<file path="config.mk">
export PLATFORM = sky130hd
export DESIGN_NAME = wdt_cfg_sequencer_flat
export DESIGN_NICKNAME = d
export VERILOG_FILES = /design/src/rtl/wdt_cfg_sequencer_if.sv /design/src/rtl/wdt_cfg_sequencer.sv /design/src/flat_wrapper.sv
export SDC_FILE = /design/constraint.sdc
export NUM_CORES = 1
export LEC_CHECK = 0
export ABC_AREA = 0
export CAP_MARGIN = 40
export CORE_UTILIZATION = 45
export CTS_BUF_LIST = sky130_fd_sc_hd__clkbuf_8
export DETAILED_ROUTE_END_ITERATION = 8
export PLACE_DENSITY = 0.81
export SLEW_MARGIN = 20
export SYNTH_ARGS = -nofsm -noshare
export SYNTH_HDL_FRONTEND = slang
export SYNTH_SLANG_ARGS = --single-unit
</file>
<file path="constraint.sdc">
create_clock -name clk2 -period 1.7 [get_ports clk2]
set_input_delay 0.34 -clock clk2 [delete_from_list [all_inputs] [get_ports clk2]]
set_output_delay 0.34 -clock clk2 [all_outputs]
set_load 0.01 [all_outputs]
</file>
<file path="src/rtl/wdt_cfg_sequencer_if.sv">
// FIFO read-side bus between the CPU->WDT async FIFO and the watchdog config sequencer.
// master = popping side (sequencer), slave = FIFO read port.
interface wdt_cfg_sequencer_if #(
  parameter int unsigned DATA_W = 32
);
  logic              fifo_rempty;
  logic [DATA_W+1:0] fifo_rdata;
  logic              fifo_rinc;

  modport master (
    input  fifo_rempty,
    input  fifo_rdata,
    output fifo_rinc
  );

  modport slave (
    output fifo_rempty,
    output fifo_rdata,
    input  fifo_rinc
  );
endinterface

</file>
<file path="src/rtl/wdt_cfg_sequencer.sv">
// Watchdog config sequencer (clk2 domain): pops {addr,data} entries, issues one-cycle
// enable/live/threshold updates, auto-clears the live kick and tracks timeout interrupts.
module wdt_cfg_sequencer #(
  parameter int unsigned DATA_W    = 32,
  parameter int unsigned LIVE_HOLD = 4,
  parameter int unsigned CNT_W     = 8
) (
  input  logic               clk2,
  input  logic               rst2,
  wdt_cfg_sequencer_if.master fifo,
  output logic               WDEN,
  output logic               WDEN_valid,
  output logic               WDLIVE,
  output logic               WDLIVE_valid,
  output logic [DATA_W-1:0]  WTOCNT,
  output logic               WTOCNT_valid,
  output logic               wdt_hold,
  input  logic               WTO_interrupt,
  output logic               irq_pending,
  output logic [CNT_W-1:0]   timeout_cnt,
  output logic               cfg_err
);

  localparam int unsigned HOLD_W = (LIVE_HOLD > 1) ? $clog2(LIVE_HOLD) : 1;
  localparam logic [HOLD_W-1:0] HOLD_LOAD = (LIVE_HOLD > 0) ? HOLD_W'(LIVE_HOLD - 1) : '0;

  typedef enum logic [2:0] {
    S_IDLE,
    S_POP,
    S_ISSUE,
    S_HOLD,
    S_CLR
  } state_e;

  state_e              state_q, state_d;
  logic [1:0]          addr_q, addr_d;
  logic                d0_q, d0_d;
  logic [HOLD_W-1:0]   hold_cnt_q, hold_cnt_d;
  logic                wden_q, wden_d;
  logic                wdlive_q, wdlive_d;
  logic [DATA_W-1:0]   wtocnt_q, wtocnt_d;
  logic                wto_prev_q, wto_prev_d;
  logic                irq_q, irq_d;
  logic [CNT_W-1:0]    tcnt_q, tcnt_d;
  logic                rinc;
  logic                irq_clr;
  logic                wto_rise;

  always_ff @(posedge clk2 or posedge rst2) begin
    if (rst2) begin
      state_q    <= S_IDLE;
      addr_q     <= '0;
      d0_q       <= 1'b0;
      hold_cnt_q <= '0;
      wden_q     <= 1'b0;
      wdlive_q   <= 1'b0;
      wtocnt_q   <= '0;
      wto_prev_q <= 1'b0;
      irq_q      <= 1'b0;
      tcnt_q     <= '0;
    end else begin
      state_q    <= state_d;
      addr_q     <= addr_d;
      d0_q       <= d0_d;
      hold_cnt_q <= hold_cnt_d;
      wden_q     <= wden_d;
      wdlive_q   <= wdlive_d;
      wtocnt_q   <= wtocnt_d;
      wto_prev_q <= wto_prev_d;
      irq_q      <= irq_d;
      tcnt_q     <= tcnt_d;
    end
  end

  always_comb begin
    state_d      = state_q;
    addr_d       = addr_q;
    d0_d         = d0_q;
    hold_cnt_d   = hold_cnt_q;
    wden_d       = wden_q;
    wdlive_d     = wdlive_q;
    wtocnt_d     = wtocnt_q;
    rinc         = 1'b0;
    WDEN_valid   = 1'b0;
    WDLIVE_valid = 1'b0;
    WTOCNT_valid = 1'b0;
    cfg_err      = 1'b0;
    irq_clr      = 1'b0;

    case (state_q)
      S_IDLE: begin
        if (!fifo.fifo_rempty) state_d = S_POP;
      end
      // Value registers load on the pop edge so they already show the new value
      // in the ISSUE cycle and simply hold it afterwards.
      S_POP: begin
        rinc   = 1'b1;
        addr_d = fifo.fifo_rdata[DATA_W+1:DATA_W];
        d0_d   = fifo.fifo_rdata[0];
        case (fifo.fifo_rdata[DATA_W+1:DATA_W])
          2'd0:    wden_d   = fifo.fifo_rdata[0];
          2'd1:    wdlive_d = fifo.fifo_rdata[0];
          2'd2:    wtocnt_d = fifo.fifo_rdata[DATA_W-1:0];
          default: ;
        endcase
        state_d = S_ISSUE;
      end
      S_ISSUE: begin
        case (addr_q)
          2'd0:    WDEN_valid   = 1'b1;
          2'd1:    WDLIVE_valid = 1'b1;
          2'd2:    WTOCNT_valid = 1'b1;
          default: begin
            irq_clr = d0_q;
            cfg_err = ~d0_q;
          end
        endcase
        if ((addr_q == 2'd1) && d0_q && (LIVE_HOLD > 0)) begin
          state_d    = S_HOLD;
          hold_cnt_d = HOLD_LOAD;
        end else if (!fifo.fifo_rempty) begin
          state_d = S_POP;
        end else begin
          state_d = S_IDLE;
        end
      end
      // WDLIVE stays 1 for LIVE_HOLD cycles between the kick and the auto-clear strobe.
      S_HOLD: begin
        if (hold_cnt_q == '0) begin
          state_d  = S_CLR;
          wdlive_d = 1'b0;
        end else begin
          hold_cnt_d = hold_cnt_q - 1'b1;
        end
      end
      S_CLR: begin
        WDLIVE_valid = 1'b1;
        state_d      = fifo.fifo_rempty ? S_IDLE : S_POP;
      end
      default: state_d = S_IDLE;
    endcase

    wdt_hold = ~(WDEN_valid | WDLIVE_valid | WTOCNT_valid);
  end

  // A new timeout edge takes priority over a same-cycle IRQ_CLR.
  always_comb begin
    wto_prev_d = WTO_interrupt;
    wto_rise   = WTO_interrupt & ~wto_prev_q;
    irq_d      = irq_q;
    tcnt_d     = tcnt_q;
    if (wto_rise) begin
      irq_d = 1'b1;
      if (tcnt_q != '1) tcnt_d = tcnt_q + 1'b1;
    end else if (irq_clr) begin
      irq_d = 1'b0;
    end
  end

  assign fifo.fifo_rinc = rinc;
  assign WDEN           = wden_q;
  assign WDLIVE         = wdlive_q;
  assign WTOCNT         = wtocnt_q;
  assign irq_pending    = irq_q;
  assign timeout_cnt    = tcnt_q;

endmodule

</file>
<file path="src/flat_wrapper.sv">
// flat-port wrapper written by rule: the top's interface ports become plain ports
module wdt_cfg_sequencer_flat 
#(
  parameter int unsigned DATA_W    = 32,
  parameter int unsigned LIVE_HOLD = 4,
  parameter int unsigned CNT_W     = 8
)
  (clk2, rst2, WDEN, WDEN_valid, WDLIVE, WDLIVE_valid, WTOCNT, WTOCNT_valid, wdt_hold, WTO_interrupt, irq_pending, timeout_cnt, cfg_err, fifo_fifo_rempty, fifo_fifo_rdata, fifo_fifo_rinc);
  wdt_cfg_sequencer_if #(.DATA_W(DATA_W)) fifo_i ();
  input  logic clk2;
  input  logic rst2;
  output logic WDEN;
  output logic WDEN_valid;
  output logic WDLIVE;
  output logic WDLIVE_valid;
  output logic [DATA_W-1:0] WTOCNT;
  output logic WTOCNT_valid;
  output logic wdt_hold;
  input  logic WTO_interrupt;
  output logic irq_pending;
  output logic [CNT_W-1:0] timeout_cnt;
  output logic cfg_err;
  input wire logic [$bits(fifo_i.fifo_rempty)-1:0] fifo_fifo_rempty;
  input wire logic [$bits(fifo_i.fifo_rdata)-1:0] fifo_fifo_rdata;
  output wire logic [$bits(fifo_i.fifo_rinc)-1:0] fifo_fifo_rinc;
  assign fifo_i.fifo_rempty = fifo_fifo_rempty;
  assign fifo_i.fifo_rdata = fifo_fifo_rdata;
  assign fifo_fifo_rinc = fifo_i.fifo_rinc;
  wdt_cfg_sequencer #(.DATA_W(DATA_W), .LIVE_HOLD(LIVE_HOLD), .CNT_W(CNT_W)) u_core (.clk2(clk2), .rst2(rst2), .fifo(fifo_i), .WDEN(WDEN), .WDEN_valid(WDEN_valid), .WDLIVE(WDLIVE), .WDLIVE_valid(WDLIVE_valid), .WTOCNT(WTOCNT), .WTOCNT_valid(WTOCNT_valid), .wdt_hold(wdt_hold), .WTO_interrupt(WTO_interrupt), .irq_pending(irq_pending), .timeout_cnt(timeout_cnt), .cfg_err(cfg_err));
endmodule
</file>
==> impl_results.md <==
* Antenna viol nets, final at 0
* Deepest clock path buffer count at 2
* Leading area contributor after synthesis: dfrtp_1
* Post-route cell area at ~3600 um2
* Status: complete, but fails checks
* Final max-slew violation count at 0
* R2R Path End: u_core.WDEN$_DFFE_PP0P_
* Maxcap violations at 0
* Largest net degree at the start of global routing at 38
* Worst relative slew slack at ~77%
* Worst-path clk slew at about 0.09 ns
* Sequential cell area at ~1300 um2
* Filler cells at ~340
* # IOs at 87
* FF-to-FF setup slack at about 0.060 ns
* Worst-case reg-to-reg path depth at 6
* Pwr dens at 1670 nW/um2
* Post-synthesis cell type count at 41
* TritonCTS clock tree: yes
* Routability congestion estimate at approximately 0.8
* Die area at 5440 um2
* Total Wirelength at 5150 um
* Leak Pwr at 1.60 nW
* WL per Instance at roughly 15 um
* Initial DRC Count at 52
* Die height at between 70 and 80 um
* Data required, critical path at between 1 and 1.5 ns
* Fraction of layout cells with a size suffix above 1 at between 30% and 40%
* Pint at around 4.1 mW
* Multi-input gate area at 980 um2
* Area after DPL at 3370 um2
* Util after Layout at roughly 74%
* Synthesis Warnings at 0
* Synth Net Count at approximately 200
* Vias at between 1500 and 2000
* Die Span X at between 70 and 80 um
* Antenna diode count at 0
* I/O Buffers at 86
* CTS Buf Count at 5
* Clock H-tree levels at 2
* Initial Util at a little under half
* First-pass DRT Iterations at 4
* Maximum vdd ir drop at roughly 0.94 mV
* RR Startpoint: u_core.state_q[2]$_DFFE_PP0P_
* Crit. End Element: output pin
* RSZ-0062 raised after global routing: true
* Syn_area_per_cell at about 14 um2
* Nets at between 300 and 400
* Top post-synthesis cells by area: dfrtp_1 (56%), mux2_2 (16%), mux2_4 (3.9%)
* Arr. time, crit path at 1.38 ns
* Seq pwr share at between 30% and 40%
* Worst Hold Class: primary input to asynchronous set/reset pin
* Post-DP HPWL at roughly 3800 um
* Tmin final at 1.72 ns
* Synth Instances at between 150 and 200
* Number of synthesized flops with an enable pin at 0
* Net Sw Power at 1.87 mW
* Clock Latency Late Sink at 0.30 ns
* Post-synthesis sequential area ratio at between 50% and 60%
* Routed vias/inst at 4.99
* Final setup viols at 2
* Core area at 4850 um2
* Failing checks: negative setup slack
* Root Driver: clkbuf_8
* Residual DRC at 0
* P&R area growth vs syn at 54.9%
* Worst Skew at approximately 0.011 ns
* Final Power at 6.01 mW
* Total GRT Usage at about 20%
* Final hold violations at 0
* Post-route clock period utilization at 101%
* Worst Setup Start Kind: flop
* Crit path kind: flop to output pin
* Combinational Power Share at 49.9%
* CTS Sinks at 52
* Number of global-route vias before repair at around 1700
* Achievable Freq at about 580 MHz
* Final setup margin at -0.0194 ns
* Mapped cell area at about 2300 um2
* Top FF cell, synth: dfrtp_1
* DP Cell Count at between 300 and 400
* Row count at 25
* Async SR Flop Fraction at 100%
* Tightest Pin Transition at around 0.35 ns
* Grt ovf at 0
* Net Sw Frac at between 30% and 40%
* Initial antenna violation count at 0
* First-pass GRT wire length at 7860 um
* Crit path from: u_core.state_q[2]$_DFFE_PP0P_
* Worst Setup EP: cfg_err
* Top-area cell type share of the netlist area at roughly 56%
* Clock power frac at between 10% and 20%
* CP Max Fanout at 3
* Non-filler cells, final at ~350
* Synth Register Bits at 52
-- cells by family (layout without fill, tap and decap cells) --
family                     count (synthesis)  after routing  share of synthesized area, %
AOI/OAI and AO/OA                         18             18                          5.40
xor gates and xnor gates                   3              3                          1.13
adders and majority gates                  2              2                          1.08
buffers and inverters                     12            128                          3.72
DFF                                       52             52                          56.1
muxes                                     40             40                          20.3
and+or+nand+nor                           37             37                          12.2
-- through the flow --
stage               hold slack [ns]  setup TNS [ns]  worst slack [ns]
floorplan                     0.371               0             0.102
global placement              0.460          -0.340            -0.130
detailed placement            0.473          -0.555            -0.178
CTS                           0.390          -0.107           -0.0650
global route                  0.398          -0.354            -0.104
finish                        0.389         -0.0328           -0.0194
-- Yosys cell counts (2+ instances only) --
library cell and instances:
ha_1 2, nor2_1 3, nor3b_4 2, nor3b_1 3
nand3b_1 2, o21ai_0 2, mux2_4 6, buf_6 5
xor2_1 2, nor2b_1 5, dfrtp_1 52, inv_1 6
nand4_1 3, mux2_2 33, a21oi_1 4, nand2_1 6
a311oi_1 3, nand3_1 2
-- routing by layer --
metal  share of wire [%]  track usage (%)  vias up  routed length, um
li1                    -                -      818                  -
met1                  39             22.6      863               2030
met2                  54             33.5       45               2780
met3                 5.4             6.17        4                280
met4                 1.1             7.48        0                 55
met5                   0                0        -                  0
-- cell usage in the layout, fill, tap and decap left out, types with 4 or more instances in the layout --
cell type,synthesis,final
mux2_4,6,7
nand2_1,6,5
dfrtp_1,52,50
buf_2,0,5
clkdlybuf4s50_1,0,80
buf_4,1,20
nor3b_4,2,4
mux2_2,33,32
clkbuf_8,0,5
inv_1,6,6
buf_6,5,7
a21oi_1,4,4
-- cell type report --
class / instances / area share [%]
tap: 67 / 2.33
sequential: 52 / 36.3
clock inverter: 3 / 1.08
clock buffer: 5 / 1.92
multi-input combinational: 100 / 27.3
timing repair buffer: 114 / 30.5
inverter: 6 / 0.627
-- power by group through the flow --
stage / Combinational (mW) / Clock (mW) / Sequential, mW
after floorplan: 1.11 / 0 / 2.40
after global placement: 2.77 / 0 / 2.17
after detailed placement: 2.82 / 0 / 2.21
after CTS: 2.92 / 0.842 / 2.19
after global routing: 3.21 / 0.880 / 2.29
final: 3.00 / 0.810 / 2.20
-- registers in the layout, summed over array words and instances, names as in the netlist --
signal,count
u_core.WDEN,1
u_core.WDLIVE,1
u_core.WTOCNT,32
u_core.addr_q,2
u_core.d0_q,1
u_core.hold_cnt_q,2
u_core.irq_pending,1
u_core.state_q,3
u_core.timeout_cnt,8
u_core.wto_prev_q,1
-- worst min-delay path by stage --
stage	depth (start not counted)	endpoint	startpoint
2_1_floorplan	0	u_core.wto_prev_q$_DFF_PP0_	WTO_interrupt
3_3_place_gp	1	u_core.hold_cnt_q[0]$_DFFE_PP0P_	u_core.hold_cnt_q[0]$_DFFE_PP0P_
3_5_place_dp	1	u_core.irq_pending$_DFFE_PP0P_	u_core.irq_pending$_DFFE_PP0P_
4_1_cts	3	u_core.WTOCNT[25]$_DFFE_PP0P_	rst2
5_1_grt	3	u_core.WDLIVE$_DFFE_PP0P_	rst2
6_report	3	u_core.WTOCNT[22]$_DFFE_PP0P_	rst2
-- repair_timing --
item,in CTS,in global routing
setup buffers,4,4
gates cloned,0,0
pin swaps,2,4
gates resized for setup,33,12
hold buffers,0,0
setup endpoints to repair,8,7
-- worst max-delay path: stages, from the launching register on --
cell	delay (ns)
dfrtp_1	0.42
nor3b_4	0.23
buf_6	0.13
nor3b_4	0.16
buf_2	0.16
Power figures use the tool's default switching activity.
